File: src/rtl/mem_arbiter.sv
// mem_arbiter: shares one byte-serial memory port engine between ICache
// refill, the load/store buffer and the instruction prefetcher.
// Optional starvation guard for ICache behind MEM_ARB_STARVE_EN.
// Ports:
//   clk_in, rst_in (async, active-low), rdy_in (global enable), _clear
//   io_buffer_full            UART full; blocks LSB stores to IO_ADDR
//   _ic_*, _lsb_*, _pf_*      requester inputs, _*_ack response strobes
//   _rdata                    response data, valid with the ack
//   _req_*, _req_ready        request handshake to the port engine
//   _resp_valid, _resp_data   engine completion
module mem_arbiter #(
   parameter int          STARVE_LIMIT = 8,
   parameter logic [31:0] IO_ADDR      = 32'h30000
) (
   input  logic        clk_in,
   input  logic        rst_in,
   input  logic        rdy_in,
   input  logic        _clear,
   input  logic        io_buffer_full,
   input  logic        _ic_req,
   input  logic [31:0] _ic_addr,
   input  logic        _lsb_req,
   input  logic        _lsb_wr,
   input  logic [1:0]  _lsb_size,
   input  logic [31:0] _lsb_addr,
   input  logic [31:0] _lsb_wdata,
   input  logic        _pf_req,
   input  logic [31:0] _pf_addr,
   output logic        _ic_ack,
   output logic        _lsb_ack,
   output logic        _pf_ack,
   output logic [31:0] _rdata,
   output logic        _req_valid,
   output logic        _req_wr,
   output logic [1:0]  _req_size,
   output logic [31:0] _req_addr,
   output logic [31:0] _req_wdata,
   input  logic        _req_ready,
   input  logic        _resp_valid,
   input  logic [31:0] _resp_data
);

   typedef enum logic [1:0] {
      IDLE  = 2'd0,
      ISSUE = 2'd1,
      BUSY  = 2'd2,
      DRAIN = 2'd3
   } state_t;

   typedef enum logic [1:0] {
      OWN_IC  = 2'd0,
      OWN_LSB = 2'd1,
      OWN_PF  = 2'd2
   } owner_t;

   state_t      state, state_n;
   owner_t      owner, owner_n;
   logic        req_valid_n, req_wr_n;
   logic [1:0]  req_size_n;
   logic [31:0] req_addr_n, req_wdata_n, rdata_n;
   logic        ic_ack_n, lsb_ack_n, pf_ack_n;
   logic        can_gnt, lsb_ok, starve_hit;
   logic        g_ic, g_lsb, g_pf, cancel_ok;

   // The ack cycle is kept grant-free: the acked requester
   // still holds its req high during that cycle.
   assign can_gnt = (state == IDLE) && !_clear &&
                    !(_ic_ack || _lsb_ack || _pf_ack);

   assign lsb_ok = _lsb_req &&
                   !(_lsb_wr && io_buffer_full &&
                     (_lsb_addr == IO_ADDR));

   assign g_ic  = can_gnt && _ic_req && (!lsb_ok || starve_hit);
   assign g_lsb = can_gnt && lsb_ok && !g_ic;
   assign g_pf  = can_gnt && _pf_req && !lsb_ok && !_ic_req;

   // Stores have side effects and are never cancelled by a flush.
   assign cancel_ok = (owner != OWN_LSB) || !_req_wr;

`ifdef MEM_ARB_STARVE_EN
   localparam logic [3:0] LIMIT = 4'(STARVE_LIMIT);

   logic [3:0] starve_cnt;

   assign starve_hit = (starve_cnt >= LIMIT);

   always_ff @(posedge clk_in or negedge rst_in) begin
      if (!rst_in) begin
         starve_cnt <= '0;
      end else if (rdy_in) begin
         if (!_ic_req || g_ic)
            starve_cnt <= '0;
         else if (g_lsb && (starve_cnt != 4'hf))
            starve_cnt <= starve_cnt + 4'd1;
      end
   end
`else
   assign starve_hit = 1'b0;
`endif

   always_comb begin
      state_n     = state;
      owner_n     = owner;
      req_valid_n = _req_valid;
      req_wr_n    = _req_wr;
      req_size_n  = _req_size;
      req_addr_n  = _req_addr;
      req_wdata_n = _req_wdata;
      rdata_n     = _rdata;
      ic_ack_n    = 1'b0;
      lsb_ack_n   = 1'b0;
      pf_ack_n    = 1'b0;
      unique case (state)
         IDLE: begin
            unique case (1'b1)
               g_ic: begin
                  owner_n     = OWN_IC;
                  req_wr_n    = 1'b0;
                  req_size_n  = 2'd3;
                  req_addr_n  = _ic_addr;
                  req_wdata_n = '0;
               end
               g_lsb: begin
                  owner_n     = OWN_LSB;
                  req_wr_n    = _lsb_wr;
                  req_size_n  = _lsb_size;
                  req_addr_n  = _lsb_addr;
                  req_wdata_n = _lsb_wdata;
               end
               g_pf: begin
                  owner_n     = OWN_PF;
                  req_wr_n    = 1'b0;
                  req_size_n  = 2'd3;
                  req_addr_n  = _pf_addr;
                  req_wdata_n = '0;
               end
               default: ;
            endcase
            if (g_ic || g_lsb || g_pf) begin
               req_valid_n = 1'b1;
               state_n     = ISSUE;
            end
         end
         ISSUE: begin
            // A flush landing on the accept edge cannot recall the
            // request, so its response is drained instead.
            if (_req_ready) begin
               req_valid_n = 1'b0;
               state_n = (_clear && cancel_ok) ? DRAIN : BUSY;
            end else if (_clear && cancel_ok) begin
               req_valid_n = 1'b0;
               state_n     = IDLE;
            end
         end
         BUSY: begin
            if (_resp_valid) begin
               state_n = IDLE;
               if (!(_clear && cancel_ok)) begin
                  rdata_n = _resp_data;
                  case (owner)
                     OWN_IC:  ic_ack_n  = 1'b1;
                     OWN_LSB: lsb_ack_n = 1'b1;
                     default: pf_ack_n  = 1'b1;
                  endcase
               end
            end else if (_clear && cancel_ok) begin
               state_n = DRAIN;
            end
         end
         DRAIN: begin
            if (_resp_valid)
               state_n = IDLE;
         end
         default: state_n = IDLE;
      endcase
   end

   always_ff @(posedge clk_in or negedge rst_in) begin
      if (!rst_in) begin
         state      <= IDLE;
         owner      <= OWN_IC;
         _req_valid <= 1'b0;
         _req_wr    <= 1'b0;
         _req_size  <= '0;
         _req_addr  <= '0;
         _req_wdata <= '0;
         _rdata     <= '0;
         _ic_ack    <= 1'b0;
         _lsb_ack   <= 1'b0;
         _pf_ack    <= 1'b0;
      end else if (rdy_in) begin
         state      <= state_n;
         owner      <= owner_n;
         _req_valid <= req_valid_n;
         _req_wr    <= req_wr_n;
         _req_size  <= req_size_n;
         _req_addr  <= req_addr_n;
         _req_wdata <= req_wdata_n;
         _rdata     <= rdata_n;
         _ic_ack    <= ic_ack_n;
         _lsb_ack   <= lsb_ack_n;
         _pf_ack    <= pf_ack_n;
      end
   end

   a_limit: assert property (@(posedge clk_in) disable iff (!rst_in)
      (STARVE_LIMIT >= 1) && (STARVE_LIMIT <= 15));

   a_resp: assert property (@(posedge clk_in) disable iff (!rst_in)
      (rdy_in && _resp_valid) |-> (state == BUSY || state == DRAIN));

endmodule

File: config.mk
export PLATFORM = sky130hd
export DESIGN_NAME = mem_arbiter
export DESIGN_NICKNAME = d
export VERILOG_FILES = /design/src/rtl/mem_arbiter.sv
export SDC_FILE = /design/constraint.sdc
export NUM_CORES = 1
export LEC_CHECK = 0
export ABC_AREA = 1
export BUFFER_PORTS_ARGS = -buffer_cell sky130_fd_sc_hd__buf_2
export CAP_MARGIN = 10
export CORE_AREA = 2 2 106 108
export DETAILED_ROUTE_END_ITERATION = 12
export DIE_AREA = 0 0 108 110
export PLACE_DENSITY = 0.84
export REMOVE_ABC_BUFFERS = 1
export SLEW_MARGIN = 20
export SYNTH_ARGS = -nofsm -noshare
export SYNTH_HDL_FRONTEND = slang
export SYNTH_SLANG_ARGS = --single-unit
File: constraint.sdc
create_clock -name clk_in -period 2.92 [get_ports clk_in]
set_input_delay 0.438 -clock clk_in [delete_from_list [all_inputs] [get_ports clk_in]]
set_output_delay 0.438 -clock clk_in [all_outputs]
set_load 0.005 [all_outputs]
==> results.md, run 1 <==
- Register area share after synthesis: 0.533
- Fin util: 0.625
- Met3 wire len: 1480 um
- DR vias/cell: 5.05
- Worst reg2reg startpoint: state[1]$_DFFE_PN0P_
- CP Max Fanout: 32
- RSZ-0062 raised after global routing: false
- Antenna-violating nets left: 0
- Max clock buf depth: 2
- Syn Inst Count: 597
- CP arrival: 2660 ps
- Max incr delay on CP: 730 ps
- DP Area: 0.00650 mm2
- Final Critical Period: 2360 ps
- # port buffers: 275
- Full die area: 0.0119 mm2
- VDD IR-drop max: 0.000350 V
- CP top delay family: simple AND/OR/NAND/NOR gates
- Largest net degree at the start of global routing: 68
- Clock latency on the worst-skew pair: 360 ps
- Routability cong.: 0.888
- CTS H-tree depth: 3
- Leakage: 0.00386 uW
- Syn Std Cell Area: 0.00502 mm2
- Met1 Wirelength: 5770 um
- Final Max Tran Viols: 0
- CP bufs+invs: 1
- Async set or reset register ratio after synthesis: 1.00
- Post-synth EDFFs: 0
- Clock skew: 19.1 ps
- Multiplexer area fraction after synthesis: 0.0717
- Setup violators final: 0
- Xor/xnor cell area share of the yosys netlist: 0
- R2R depth: 9
- Chip height: 110 um
- Vias in the first global route: 4755
- Critical-path cell with the highest stage delay: inv_1
- CTS tree: done
- Post-CTS Resized: 0
- CP startpoint kind: flip-flop
- Main combinational cell family by area after synthesis: simple AND/OR/NAND/NOR gates
- Normalized max-slew margin: 0.348
- Initial Util: 0.469
- Ys Warns: 0
- Top Metal Used: met5
- Outcome: finished clean
- Simple-gate area share of the yosys netlist: 0.301
- Root Driver: clkbuf_8
- Cts hold-fix bufs: 0
- Cell Pwr Density: 831 mW/mm2
- Critical Path Sink Type: flip-flop
- Synth Area in Adders: 0
- Most frequent cell after synthesis: nand2_1
- Hold WS: 39.3 ps
- Worst-margin pin slew: 978 ps
- Top cells by count, synth: nand2_1 (236), dfrtp_1 (107), nand3_1 (90), mux2_2 (32), o21ai_0 (23)
- Max_cap viols: 0
- Grt total ovfl: 0
- Critical R2R Capture: _req_addr[24]$_DFFE_PN0P_
- Io pins: 276
- Period utilization: 0.807
- Endpoints failing hold: 0
- Critical Path, Cell by Cell: nor2_2, nand3_2, nor3_4, nand3_2, inv_1, nand2_1, nand3_1, nand2_1, nand2_1
- Dominant cells by area after synthesis: dfrtp_1 (53%), nand2_1 (18%), nand3_1 (9.0%)
- Die X: 108 um
- TNS Setup: 0 ps
- DR iter-0 viols: 342
- Placed wire-length estimate: 11600 um
- Yosys top cell by area: dfrtp_1
- # diodes: 0
- Routed length on met2: 7520 um
- Syn avg cell area: 8.41 um2
- Worst path required time: 3220 ps
- Drt total wl: 15200 um
- Critical Path Source: state[1]$_DFFE_PN0P_
- Synth Area in Compound Gates: 0.0471
- GRT Total Usage: 0.250
- Final #Nets: 1030
- Critical path type: flip-flop to flip-flop
- DRC errors left: 0
- Most used DFF post-synth: dfrtp_1
- Area Overhead vs Synth: 33.2%
- Std cell rows: 38
- CTS buffer count: 9
- TritonCTS Sinks: 107
- Per-cell routed wire length: 15.1 um
- Yosys cell types: 24
- Core footprint: 0.0107 mm2
- Design area: 0.00669 mm2
- Yosys top cell area share: 0.533
- Pre-antenna DRT Iters: 5
- Clock-pin slew on the worst setup and hold paths: 100 ps
- Class of the tightest hold or removal check: input pin to asynchronous set/reset pin
- Initial antenna violation count: 1
- First-pass GRT wire length: 23000 um
- R2R setup slack: 560 ps
- Tot Pwr: 5560 uW
- Fmax: 0.425 GHz
- Yosys reg bits: 107
- Crit path depth: 9
- Vias after detailed routing: 5057
- Cell mode on critical path: nand2_1
- Postcts setup bufs: 0
- Share of cells above drive strength 1: 0.394
-- per-stage QoR --
| stage | instances | setup WS (ps) |
|---|---|---|
| finish | 1002 | 565 |
| global route | 1002 | 343 |
| CTS | 1002 | 555 |
| detailed placement | 986 | 545 |
| global placement | 986 | 554 |
| floorplan | 564 | -92.1 |
-- area by class of cell --
class	count	area, um2
repair buffers	282	1460
well taps	140	175
flip-flops and latches	107	2680
multi-input cells	436	2120
inverters	21	78.8
clock buffers	9	124
clock inverters	7	62.6
fillers	1004	4010
-- worst max-delay path by stage --
stage               slack, ps                         to
CTS                       560  _req_addr[24]$_DFFE_PN0P_
global route              340  _req_addr[24]$_DFFE_PN0P_
global placement          550   _req_addr[6]$_DFFE_PN0P_
finish                    560  _req_addr[24]$_DFFE_PN0P_
floorplan                 -90       owner[1]$_DFFE_PN0P_
detailed placement        540  _req_addr[30]$_DFFE_PN0P_
-- worst register-to-register path: cells and delay by family, from the launching register on --
kind / cells / cell delay, ps
DFF: 1 / 450
and+or+nand+nor: 8 / 1120
buffers and inverters: 1 / 730
-- sequential cells by signal, summed over array words and instances, names as in the netlist --
name,count
_ic_ack,1
_req_size,2
_req_wr,1
owner,2
_req_wdata,32
_req_valid,1
_lsb_ack,1
_req_addr,32
_rdata,32
_pf_ack,1
state,2
-- cell families (layout without fill, tap and decap cells) --
| family | count (synthesis) | after routing |
|---|---|---|
| buffers and inverters | 54 | 319 |
| flip-flops | 107 | 107 |
| AO/OA/AOI/OAI | 46 | 46 |
| AND/OR/NAND/NOR | 358 | 358 |
| multiplexers | 32 | 32 |
-- metal layers --
layer | up-vias | track usage
li1 | 2453 | -
met1 | 2293 | 0.291
met2 | 284 | 0.444
met3 | 25 | 0.0694
met4 | 2 | 0.0907
met5 | - | 0
-- cell usage in the layout (no fill, tap or decap) --
master,count
nand4_1,1
nand2_4,1
inv_2,2
buf_2,274
nand3_1,90
buf_4,6
nand3b_1,1
a31oi_1,1
nand3_2,2
clkinv_2,1
dfrtp_1,107
clkbuf_8,9
o211ai_1,1
o21ai_0,23
nand2_1,236
o21ai_1,20
nand2_2,1
nor4b_2,1
buf_12,2
nor2_2,1
inv_8,2
mux2_2,32
inv_1,19
clkinv_4,4
nor2_4,1
o31ai_1,1
nor3_4,1
nor2_1,22
-- where the power goes --
| part | total, uW | internal [uW] | switching, uW |
|---|---|---|---|
| Clock | 847 | 327 | 520 |
| Sequential | 2530 | 2160 | 377 |
| Combinational | 2180 | 1040 | 1140 |
Note: power is estimated with default switching activity, not from simulation.
==> run 2, diff against run 1 <==
- CORE_AREA: 2 2 106 108 -> not set
- CORE_UTILIZATION: not set -> 41
- DIE_AREA: 0 0 108 110 -> not set
- PLACE_DENSITY: 0.84 -> 0.78
- clock period: 2.92 -> 2.1 ns (I/O delays scaled with it)
==> results.md, run 2 (synthesis gave the netlist of run 1 again) <==
- Outcome: finished clean
- TritonCTS Sinks: 107
- Clock latency on the worst-skew pair: 340 ps
- Per-cell routed wire length: 14.5 um
- Die X: 113 um
- First-pass GRT wire length: 23700 um
- Drt total wl: 14700 um
- Reg area: 0.00268 mm2
- CTS tree: done
- Period utilization: 0.879
- Share of cells above drive strength 1: 0.401
- Worst-margin pin slew: 565 ps
- Fill cell count: 1121
- Area Overhead vs Synth: 39.0%
- CP startpoint kind: flip-flop
- GRT Total Usage: 0.239
- Endpoints failing hold: 0
- Core footprint: 0.0120 mm2
- CP Max Fanout: 28
- Fin util: 0.584
- CTS H-tree depth: 3
- Full die area: 0.0127 mm2
- Leakage: 0.00400 uW
- CTS buffer count: 9
- Chip height: 113 um
- Max_cap viols: 0
- Root Driver: clkbuf_16
- CP arrival: 2070 ps
- Non-Filler Instances: 1020
- Initial antenna violation count: 0
- # diodes: 0
- DR iter-0 viols: 326
- Placed Instances: 1003
- Pre-antenna DRT Iters: 7
- Routability cong.: 0.807
- Clock skew: 12.0 ps
- Critical path type: flip-flop to flip-flop
- Cell Pwr Density: 1210 mW/mm2
- Normalized max-slew margin: 0.623
- Final #Nets: 1041
- Largest net degree at the start of global routing: 50
- Critical Path Sink Type: flip-flop
- Commonest non-fill, non-tap cell in the layout: buf_2
- Worst path required time: 2320 ps
- Postcts setup bufs: 0
- Placed wire-length estimate: 11100 um
- VDD IR-drop max: 0.000501 V
- Setup violators final: 0
- DRC errors left: 0
- Class of the tightest hold or removal check: input pin to flip-flop
- Final Critical Period: 1850 ps
- Fmax: 0.542 GHz
- # port buffers: 275
- Grt total ovfl: 0
- DR vias/cell: 4.97
- Clock-pin slew on the worst setup and hold paths: 70 ps
- Final Max Tran Viols: 0
- RSZ-0062 raised after global routing: false
- Multi-input gate area: 0.00212 mm2
- Most frequent cells in the layout: buf_2 (274), nand2_1 (236), dfrtp_1 (107), nand3_1 (90), mux2_2 (32)
- Antenna-violating nets left: 0
- Std cell rows: 40
- Io pins: 276
- Initial Util: 0.420
- Largest regs: _rdata (32), _req_addr (32), _req_wdata (32)
- Vias after detailed routing: 5072
- Max clock buf depth: 2
- Vias in the first global route: 4834
- TNS Setup: 0 ps
## run 2: cell types whose count changed in the layout (fill, tap and decap cells not counted)
| cell | before | now |
|---|---|---|
| clkbuf_16 | 0 | 9 |
| clkbuf_8 | 9 | 0 |
| buf_4 | 6 | 12 |
| buf_12 | 2 | 6 |
| bufinv_16 | 0 | 2 |
| clkinv_4 | 4 | 3 |
| dlygate4sd3_1 | 0 | 1 |
| inv_2 | 2 | 1 |
## run 2: final timing paths
check	from	to	slack [ps]	depth (start not counted)
hold / removal	_pf_addr[10]	_req_addr[10]$_DFFE_PN0P_	200	3
setup reg to reg	state[0]$_DFFE_PN0P_	_req_addr[22]$_DFFE_PN0P_	250	11
setup / recovery	state[0]$_DFFE_PN0P_	_req_addr[22]$_DFFE_PN0P_	250	11
min in group asynchronous	rst_in	_req_addr[13]$_DFFE_PN0P_	460	2
hold reg to reg	_req_valid$_DFFE_PN0P_	_req_valid$_DFFE_PN0P_	480	2
max in group asynchronous	rst_in	_req_wdata[28]$_DFFE_PN0P_	1080	3
## run 2: routing by layer
metal,track usage,wire length [um],vias up
met4,0.0924,334,0
met3,0.0394,1050,27
li1,-,-,2489
met1,0.293,6060,2305
met5,0,0,-
met2,0.420,7300,251
## run 2: repair_timing
action	in CTS	in global routing
endpoints found under the hold margin	28	0
setup endpoints to repair	0	10
gates resized for setup	0	1
hold buffers	1	0
## run 2: area by class of cell
| cell class | instances | area share |
|---|---|---|
| flip-flops and latches | 107 | 0.383 |
| clock buffers | 9 | 0.0323 |
| well taps | 147 | 0.0263 |
| clock inverters | 7 | 0.0156 |
| multi-input cells | 436 | 0.303 |
| inverters | 21 | 0.0115 |
| repair buffers | 293 | 0.228 |
## run 2: stage by stage
stage / hold WS [ps] / total power, uW / worst slack [ps] / cell area [um2]
CTS: 180 / 8530 / 121 / 6980
detailed placement: 289 / 6660 / 43.5 / 6640
floorplan: 19.4 / 4960 / -912 / 4870
global route: 193 / 9070 / 79.6 / 6980
global placement: 285 / 6520 / 86.2 / 6640
finish: 195 / 8430 / 254 / 6980
## run 2: critical path, stage by stage, from the launching register on
cell     delay (ps)
dfrtp_1         440
nor2_2          140
nand3_2          90
nor3_4          160
nand2_1         140
nor2_4          120
nand2_2         120
buf_12          200
nand3_1          80
nand3_1         100
nand2_1          80
nand2_1          60
## run 2: power by group
part,switching (uW),internal [uW]
clock,765,1070
sequential,501,3010
combinational,1570,1520
==> run 3, diff against run 2 <==
--- a/config.mk
+++ b/config.mk
@@ -9,8 +9,7 @@
 export BUFFER_PORTS_ARGS = -buffer_cell sky130_fd_sc_hd__buf_2
 export CAP_MARGIN = 10
-export CORE_UTILIZATION = 41
+export CORE_UTILIZATION = 45
 export DETAILED_ROUTE_END_ITERATION = 12
-export PLACE_DENSITY = 0.78
-export REMOVE_ABC_BUFFERS = 1
+export PLACE_DENSITY = 0.81
 export SLEW_MARGIN = 20
 export SYNTH_ARGS = -nofsm -noshare
==> constraint.sdc (replaced) <==
create_clock -name clk_in -period 1.7 [get_ports clk_in]
set_input_delay 0.255 -clock clk_in [delete_from_list [all_inputs] [get_ports clk_in]]
set_output_delay 0.255 -clock clk_in [all_outputs]
set_load 0.01 [all_outputs]
==> results.md, run 3 (synthesis gave the netlist of run 1 again) <==
- Antenna-violating nets left: 0
- Fmax: 0.564 GHz
- Std cell rows: 38
- Largest net degree at the start of global routing: 108
- CP arrival: 2020 ps
- Cell mode on critical path: nand2_1
- Share of cells above drive strength 1: 0.458
- # port buffers: 275
- Die X: 108 um
- TNS Setup: -1680 ps
- First-pass GRT wire length: 23400 um
- CTS tree: done
- Normalized max-slew margin: 0.585
- Full die area: 0.0116 mm2
- Final #Nets: 1077
- Vias in the first global route: 4760
- Routability cong.: 0.866
- GRT Total Usage: 0.262
- Area Overhead vs Synth: 49.3%
- Met3 wire len: 1280 um
- Initial antenna violation count: 1
- Outcome: finished with violations
- Post-synth net total: 770
- Final Max Tran Viols: 0
- Vias after detailed routing: 5412
- DR vias/cell: 5.15
- CP startpoint kind: flip-flop
- Non-Filler Instances: 1050
- Max incr delay on CP: 400 ps
- Worst path required time: 1940 ps
- Cell Pwr Density: 1470 mW/mm2
- DRC errors left: 0
- CTS H-tree depth: 3
- Clock-pin slew on the worst setup and hold paths: 110 ps
- Fin worst setup slack: -74.4 ps
- CP Max Fanout: 32
- Clock skew: 10.3 ps
- Io pins: 276
- Fill cell count: 890
- CP bufs+invs: 1
- Top Metal Used: met4
- Leakage: 0.00423 uW
- Hold WS: 111 ps
- Worst-margin pin slew: 623 ps
- Most frequent cells in the layout: buf_2 (274), nand2_1 (214), dfrtp_1 (107), nand3_1 (89)
- Setup violators final: 57
- Core footprint: 0.0108 mm2
- Critical Path, Cell by Cell: nor2_2, nand3_2, nor3_4, nand2_1, nor2_4, nand2_2, buf_12, nand3_1, nand2_1, nand2_1, nand3_1
- DR iter-0 viols: 485
- Initial Util: 0.463
- Commonest non-fill, non-tap cell in the layout: buf_2
- Clock latency on the worst-skew pair: 360 ps
- Routed length on met2: 8100 um
- Met1 Wirelength: 6610 um
- Placed Instances: 1018
- Class of the tightest hold or removal check: input pin to flip-flop
- Critical path type: flip-flop to flip-flop
- Period utilization: 1.04
- Placed wire-length estimate: 11600 um
- Max_cap viols: 0
- Chip height: 108 um
- CTS buffer count: 9
- Grt total ovfl: 0
- Root Driver: clkbuf_8
- Endpoints failing hold: 0
- Critical Path Sink Type: flip-flop
- Final Critical Period: 1770 ps
- RSZ-0062 raised after global routing: true
- Design area: 0.00750 mm2
- Critical-path cell with the highest stage delay: dfrtp_1
- TritonCTS Sinks: 107
- Max clock buf depth: 2
- Largest regs: _rdata (32), _req_addr (32), _req_wdata (32)
- DP Area: 0.00687 mm2
- Drt total wl: 16500 um
- Per-cell routed wire length: 15.7 um
- VDD IR-drop max: 0.000926 V
- Pre-antenna DRT Iters: 10
- CP top delay family: simple AND/OR/NAND/NOR gates
- Failing checks: setup timing
## run 3: cell count changes in the layout (fill, tap and decap cells not counted), sizes merged
cell	previous run	this run
clkinvlp	0	1
clkbuf	9	17
diode	0	1
clkinv	4	3
buf	292	322
bufinv	2	0
## run 3: worst register-to-register path, cell delays in order (launching register included)
cell and delay, ps:
dfrtp_1 400, nor2_2 150, nand3_2 90, nor3_4 170
nand2_1 150, nor2_4 120, nand2_2 70, buf_12 170
nand3_1 120, nand2_1 80, nand2_1 70, nand3_1 70
## run 3: cell type report
| type | count | area [um2] | share of cell area |
|---|---|---|---|
| sequential | 107 | 2680 | 0.357 |
| clock inverter | 5 | 43.8 | 0.00584 |
| clock buffer | 11 | 151 | 0.0202 |
| tap | 140 | 175 | 0.0234 |
| inverter | 21 | 96.3 | 0.0128 |
| antenna | 1 | 2.50 | 0.000334 |
| multi-input combinational | 436 | 2250 | 0.301 |
| timing repair buffer | 329 | 2100 | 0.280 |
## run 3: timing repair
item / in CTS / in global routing
resized for setup: 2 / 70
endpoints found under the setup margin: 45 / 103
hold endpoints to repair: 107 / 0
pin swaps: 0 / 2
gates cloned: 0 / 9
hold buffers: 1 / 0
buffers inserted: 0 / 5
## run 3: per-layer routing
metal / vias up / global-route usage
li1: 2550 / -
met1: 2491 / 0.342
met2: 318 / 0.443
met3: 53 / 0.0448
met4: 0 / 0.0783
met5: - / 0
## run 3: stage by stage
step                      setup WS, ps  total power (uW)  utilization
after floorplan                  0.739              6660            -
after global placement            -134              8730        0.634
after detailed placement          -176              8890        0.634
after CTS                        -19.2             10500        0.653
after global routing              -208             11800        0.692
final                            -74.4             11000        0.692
## run 3: worst paths after layout
check                                          start                   endpoint  slack (ps)  depth (start not counted)
max in group asynchronous                     rst_in   _req_addr[0]$_DFFE_PN0P_         750                          3
max                             state[0]$_DFFE_PN0P_   _req_addr[7]$_DFFE_PN0P_         -70                         11
min                                      _pf_addr[4]   _req_addr[4]$_DFFE_PN0P_         110                          3
min in group asynchronous                     rst_in  _req_addr[11]$_DFFE_PN0P_         420                          3
max reg2reg                     state[0]$_DFFE_PN0P_   _req_addr[7]$_DFFE_PN0P_         -70                         11
min reg2reg                _req_addr[29]$_DFFE_PN0P_  _req_addr[29]$_DFFE_PN0P_         490                          2
## run 3: power breakdown
part / switching [uW] / internal, uW
Sequential: 673 / 3710
Clock: 906 / 636
Combinational: 2680 / 2440
